`src/rtl/sig_pkg.sv`:
```
// Shared types and constants for the signal-conditioning blocks.
package sig_pkg;

  typedef enum logic {
    ST_STABLE = 1'b0,
    ST_WAIT   = 1'b1
  } sig_state_e;

  localparam int             GLITCH_W   = 8;
  localparam logic [GLITCH_W-1:0] GLITCH_MAX = 8'hFF;

endpackage

```
`src/rtl/sig_sync.sv`:
```
// Plain flop-chain synchronizer for a single asynchronous level.
module sig_sync #(
  parameter int   STAGES  = 2,
  parameter logic RST_VAL = 1'b0
) (
  input  logic clk,
  input  logic rst,
  input  logic d,
  output logic q
);

  logic [STAGES-1:0] chain_r;

  // shift register, oldest sample at the top bit
  always_ff @(posedge clk or posedge rst) begin
    if (rst) begin
      chain_r <= {STAGES{RST_VAL}};
    end else begin
      chain_r <= {chain_r[STAGES-2:0], d};
    end
  end

  assign q = chain_r[STAGES-1];

endmodule

```
`src/rtl/sig_debounce.sv`:
```
// Synchronizes a bouncy asynchronous level and commits a change only after
// DEBOUNCE_CYCLES consecutive differing samples; rejected candidates are counted.
module sig_debounce
  import sig_pkg::*;
#(
  parameter int   SYNC_STAGES     = 2,
  parameter int   DEBOUNCE_CYCLES = 1000,
  parameter int   CNT_WIDTH       = 16,
  parameter logic RESET_LEVEL     = 1'b0
) (
  input  logic                clk,
  input  logic                rst,
  input  logic                sig_async,
  input  logic                glitch_clr,
  output logic                sig_stable,
  output logic                sig_busy,
  output logic [GLITCH_W-1:0] glitch_cnt
);

  if (SYNC_STAGES < 2 || DEBOUNCE_CYCLES < 1 ||
      DEBOUNCE_CYCLES > ((1 << CNT_WIDTH) - 1)) begin : g_param_check
    $error("sig_debounce: illegal SYNC_STAGES or DEBOUNCE_CYCLES");
  end

  localparam logic [CNT_WIDTH-1:0] CNT_LAST = CNT_WIDTH'(DEBOUNCE_CYCLES - 1);
  localparam logic                 SINGLE   = (DEBOUNCE_CYCLES == 1);

  sig_state_e           state_r, state_s;
  logic [CNT_WIDTH-1:0] cnt_r, cnt_s;
  logic                 stable_r, stable_s;
  logic                 reject_s;
  logic                 sync_q_s;
  logic [GLITCH_W-1:0]  glitch_r;

  sig_sync #(
    .STAGES  (SYNC_STAGES),
    .RST_VAL (RESET_LEVEL)
  ) u_sync (
    .clk (clk),
    .rst (rst),
    .d   (sig_async),
    .q   (sync_q_s)
  );

  // next-state, counter and commit decision
  always_comb begin
    state_s  = state_r;
    cnt_s    = cnt_r;
    stable_s = stable_r;
    reject_s = 1'b0;
    case (state_r)
      ST_STABLE: begin
        if (sync_q_s != stable_r) begin
          if (SINGLE) begin
            stable_s = sync_q_s;
          end else begin
            state_s = ST_WAIT;
            cnt_s   = CNT_WIDTH'(1);
          end
        end else begin
          state_s = ST_STABLE;
        end
      end
      ST_WAIT: begin
        if (sync_q_s == stable_r) begin
          state_s  = ST_STABLE;
          cnt_s    = '0;
          reject_s = 1'b1;
        end else if (cnt_r == CNT_LAST) begin
          stable_s = sync_q_s;
          state_s  = ST_STABLE;
          cnt_s    = '0;
        end else begin
          cnt_s = cnt_r + CNT_WIDTH'(1);
        end
      end
      default: begin
        state_s = ST_STABLE;
        cnt_s   = '0;
      end
    endcase
  end

  // state, counter and debounced level registers
  always_ff @(posedge clk or posedge rst) begin
    if (rst) begin
      state_r  <= ST_STABLE;
      cnt_r    <= '0;
      stable_r <= RESET_LEVEL;
    end else begin
      state_r  <= state_s;
      cnt_r    <= cnt_s;
      stable_r <= stable_s;
    end
  end

  // saturating reject counter; a clear beats a same-cycle reject
  always_ff @(posedge clk or posedge rst) begin
    if (rst) begin
      glitch_r <= '0;
    end else if (glitch_clr) begin
      glitch_r <= '0;
    end else if (reject_s && (glitch_r != GLITCH_MAX)) begin
      glitch_r <= glitch_r + 8'd1;
    end else begin
      glitch_r <= glitch_r;
    end
  end

  assign sig_stable = stable_r;
  assign sig_busy   = (state_r == ST_WAIT);
  assign glitch_cnt = glitch_r;

endmodule

```
`config.mk`:
```
export PLATFORM = sky130hd
export DESIGN_NAME = sig_debounce
export DESIGN_NICKNAME = d
export VERILOG_FILES = /design/src/rtl/sig_pkg.sv /design/src/rtl/sig_sync.sv /design/src/rtl/sig_debounce.sv
export SDC_FILE = /design/constraint.sdc
export NUM_CORES = 1
export LEC_CHECK = 0
export ABC_AREA = 1
export BUFFER_PORTS_ARGS = -buffer_cell sky130_fd_sc_hd__buf_2
export CAP_MARGIN = 20
export CORE_UTILIZATION = 35
export DETAILED_ROUTE_END_ITERATION = 10
export PLACE_DENSITY = 0.52
export SYNTH_ARGS = -nofsm -noshare
export SYNTH_HDL_FRONTEND = slang
export SYNTH_SLANG_ARGS = --single-unit
```
`constraint.sdc`:
```
create_clock -name clk -period 3 [get_ports clk]
set_clock_uncertainty 0.05 [all_clocks]
set_input_delay 0.6 -clock clk [delete_from_list [all_inputs] [get_ports clk]]
set_output_delay 0.6 -clock clk [all_outputs]
set_load 0.02 [all_outputs]
```
---- After elaboration in Yosys (flattened, before gate mapping) ----
Index checks and enable logic that the tools add are counted.
word-level totals
  memories ................................ 0
  memory bits (read-only) ................. 0
  RAM bits ................................ 0
  bits in latches ......................... 0
  register bits after elaboration ......... 28
operators by class
  magnitude comparators ................... 0
  multiplexer cells ....................... 12
  equal/unequal tests ..................... 5
  reduce and logical (&&, ||, !) cells .... 3
  divide/modulo/power cells ............... 0
  $add $sub $neg .......................... 2
  multiply operators ...................... 0
  shift operators ......................... 0
  bitwise operators ....................... 2
operators with widths
  kind                     count
  $mux W16                 3
  $pmux W16 S2             1
  $add A16 B1 Y16 const B  1
  $eq A16 B10 Y1 const B   1
  $mux W8                  2
  $add A8 B1 Y8 const B    1
  $ne A8 B8 Y1 const B     1
  $mux W1                  5
  $reduce_and A3 Y1        1
  $ne A2 B2 Y1 const B     1
  $not A1 Y1               2
  $pmux W1 S2              1
  $reduce_bool A2 Y1       1
  $eq A1 B1 Y1             1
  $logic_and A1 B1 Y1      1
  $ne A1 B1 Y1             1

---- Longest topological paths before layout ----
  word-level depth ........................ 6
  gate-level depth with buffers ........... 9
  depth with buffers taken out ............ 9

---- Hierarchy ----
From an unflattened synthesis, not the netlist that was laid out.
unflattened totals
  cells, all modules ...................... 232
  area total of the unflattened synthesis .. 1780.5 sq um
modules (own cells, without submodules)
  module        times used  cells an instance  seq. area each (sq um)  area an instance (sq um)
  sig_debounce  1           229                650.6                   1726.7
  sig_sync      1           3                  50.0                    53.8

---- Worst setup path before layout ----
Ideal clock, no wire load.
  path kind ............................... register to register
  start point ............................. register glitch_r[1] (netlist: glitch_cnt[1])
  end point ............................... register glitch_r[2] (netlist: glitch_cnt[2])
  library setup time ...................... 0.065 ns
  cell stages (with the launch flop) ...... 8
  setup slack ............................. 1.586 ns
  required time ........................... 2.885 ns
  path buffers ............................ 0
  data arrival time ....................... 1.299 ns
  cell sequence ........................... dfrtp_1 -> ha_1 -> nand3_2 -> nor3_4 -> nor2_4 -> nor2_8 -> nand2_1 -> nand2_1
between the ends
  cells in the longest elaborated chain, start to end .. 3
  elaborated cells on any way between the ends .. 6
  those cells by class .................... add/sub: 1; eq/ne: 1; mux: 2; reduce/logical: 2
RTL lines
  item                                                   RTL line                                  source
  from (decl)                                            sig_debounce.sv:33                        logic [GLITCH_W-1:0] glitch_r;
  from (signal assigned)                                 sig_debounce.sv:104                       glitch_r <= glitch_r + 8'd1;
  from (signal assigned)                                 sig_debounce.sv:106                       glitch_r <= glitch_r;
  $add A8 B1 Y8 / $ne A8 B8 Y1 (equally long branches)   sig_debounce.sv:104, sig_debounce.sv:103
  $mux W8 / $logic_and A1 B1 Y1 (equally long branches)  sig_debounce.sv:103                       end else if (reject_s && (glitch_r != GLITCH_MAX)) begin
  $mux W8 / $reduce_bool A2 Y1 (equally long branches)   -
Several ways; a longest one is shown, not always the timed one. The select of a mux whose other input is x is not followed.
A chain may end at the register's enable or synchronous reset.

---- Final worst setup path ----
  start point ............................. register glitch_r[3] (netlist: glitch_cnt[3])
  end point ............................... output glitch_cnt[3]
RTL lines
  item       RTL line            source
  to (decl)  sig_debounce.sv:17  output logic [GLITCH_W-1:0] glitch_cnt
No word-level cell between the ends.

==> impl_results.md <==
* All-Layer GR Usage at about 17%
* Placed Instance Area at about 1900 um2
* Compound-gate portion of the synthesized area at between 4 and 5%
* Number of synthesized register bits at 28
* Post-synthesis simple-gate area fraction at about two fifths
* Post_cts resized at 0
* Worst-path clk slew at 0.10 ns
* Routability Congestion at about 0.78
* Top Ports at 14
* Max-cap check violation count at 0
* CP Class: flop to output port
* First-pass GRT wire length at 6.87 mm
* Flop2flop setup slack at around 1.5 ns
* WP data arrival at approximately 1.0 ns
* Library cells used by synthesis at 25
* EDFF count, synth at 0
* Num CTS Buffers at 3
* Max stage delay cell, worst path: dfrtp_1
* Initial antenna violation count at 0
* P per Cell Area at ~390 nW/um2
* Sequential fraction of the synthesis area at between 40% and 50%
* Cells after Synth at 243
* Worst Reg-to-Reg Cells at 9
* Worst Path Max Fanout at 7
* CP cell instances: buf_2
* Largest family of logic cells by synthesized area: simple AND/OR/NAND/NOR gates
* Max incr delay on CP at ~0.5 ns
* Post-DP HPWL at 2.87 mm
* CP Launch Type: flop
* Final Cycle Share at around 55%
* Mean Syn Cell Area at 7.12 um2
* Synth top area share at around two fifths
* Post-Route WL at between 3 and 4 mm
* Initial core utilization at between 30% and 40%
* Vias/cell at 4.68
* CP delay by family, top: flip-flops
* Hold_buf cts at 0
* Num rows at 25
* Synth Flop Type: dfrtp_1
* Setup TNS Final at 0 ns
* Ant. Diodes at 0
* Root Driver: clkbuf_8
* Clock buffer depth at 2
* Max transition margin at between 70% and 80%
* Grt ovf at 0
* Mux share of post-synthesis cell area at 0%
* Synth Warn # at 0
* Setup bufs post-CTS at 0
* RR Endpoint: cnt_r[14]
* Endpoints failing setup at 0
* Die ar. at approximately 5200 um2
* Post-synthesis adder-cell area fraction at about 1.4%
* Count leader, synth: nand2_1
* Hold WC Path Type: input pin to asynchronous set/reset pin
* Commonest cells in the netlist: nand2_1 (84), dfrtp_1 (28), inv_1 (25), nor2_1 (25), nand3_1 (22)
* Synth area leaders: dfrtp_1 (41%), nand2_1 (18%), nand3_1 (6.4%)
* Share of cells above drive strength 1 at between 10% and 20%
* DRT antenna net count at 0
* Area leader, netlist: dfrtp_1
* Max Slew Vio Count at 0
* H-Tree Depth at 1
* Status: finished clean
* Total nets after synthesis at 249
* Max VDD drop at 187 uV
* Fmax at about 0.6 GHz
* Fin crit period at between 1.5 and 2 ns
* Largest net degree at the start of global routing at 29
* Vias in the first global route at about 1400
* Area Growth Syn to Fin at 12.3%
* Worst-skew pair later-pin latency at 0.28 ns
* Drt first pass iters at 4
* Nets at around 270
* RSZ-0062 raised after global routing: false
* Critical path buffers and inverters at 1
* DIE HEIGHT at about 72 um
* WL/cell at roughly 12 um
* Synthesized cell area at about 1700 um2
* DR vias at 1521
* Crit end category: output port
* Worst Path Required at around 2.4 ns
* Slew @ Worst Pin at roughly 0.38 ns
* CTS tree: yes
* Reg-to-Reg Start: cnt_r[1]
* Design Area, Final at 1940 um2
* Final hold violation count at 0
* First DRT Iteration DRCs at 84
* Leak pwr at between 0.9 and 1 nW
* CTS Sinks at 28
* Core area at ~4700 um2
* CP Depth at 1
* Die Width at between 70 and 80 um
* DRC viols at 0
* Synth async-reset ratio at 100%
* Buffers on Ports at 13
* Synth Area in XOR/XNOR at approximately 4.6%
placed cells by master, fill, tap and decap left out, types with 4 or more instances in the layout:
cell type,Yosys,layout
xor2_1,7,7
inv_1,25,25
nand2_1,84,84
buf_2,3,13
nor2_1,25,25
inv_2,4,4
dfrtp_1,28,28
o21ai_1,10,10
nand3_1,22,22
nand4_1,10,10
final cells by class:
cell class / instances / area (um2)
Clock buffer: 3 / 41.3
Clock inverter: 1 / 30.0
Fill cell: 501 / 2780
Inverter: 30 / 113
Multi-Input combinational cell: 182 / 901
Sequential cell: 28 / 701
Tap cell: 67 / 83.8
Timing Repair Buffer: 14 / 72.6
stage by stage:
step / setup slack [ns] / util, % / std cells / hold WS [ns] / power (mW)
after global routing: 1.27 / 41.1 / 325 / 0.318 / 0.792
after global placement: 1.54 / 39.6 / 321 / 0.286 / 0.458
final: 1.34 / 41.1 / 325 / 0.309 / 0.757
after detailed placement: 1.52 / 39.6 / 321 / 0.290 / 0.458
after floorplan: 1.59 / - / 243 / 0.281 / 0.439
after CTS: 1.33 / 41.1 / 325 / 0.315 / 0.770
kinds of logic after synthesis:
family,after synthesis
AND/OR/NAND/NOR,155
buffers and inverters,33
flip-flops,28
AO/OA/AOI/OAI,16
XOR/XNOR,9
adder cells (fa/ha/maj),2
flip-flops by register name, indices dropped and copies added (netlist names):
signal	cells
cnt_r	16
glitch_cnt	8
sig_busy	1
sig_stable	1
u_sync.chain_r	2
routing by layer:
layer	global-route usage (%)	routed length [um]
met4	5.88	58
met3	2.50	124
met5	0	0
met2	25.5	1710
met1	24.9	2010
power by group:
part | switching [mW] | total, mW | internal [mW] | leakage, nW
registers | 0.00756 | 0.393 | 0.385 | 0.380
clock network | 0.129 | 0.308 | 0.179 | 0.0357
logic | 0.0394 | 0.0561 | 0.0167 | 0.550
total | 0.176 | 0.757 | 0.581 | 0.966
how the worst max path moves through the flow:
| stage | from | end | slack (ns) |
|---|---|---|---|
| after floorplan | glitch_cnt[1] | glitch_cnt[2] | 1.59 |
| after global placement | cnt_r[0] | cnt_r[10] | 1.54 |
| after detailed placement | cnt_r[0] | cnt_r[13] | 1.52 |
| after CTS | glitch_cnt[3] | glitch_cnt[3] | 1.33 |
| after global routing | glitch_cnt[3] | glitch_cnt[3] | 1.27 |
| final | glitch_cnt[3] | glitch_cnt[3] | 1.34 |
No activity file was read; power rests on OpenSTA's default activity.
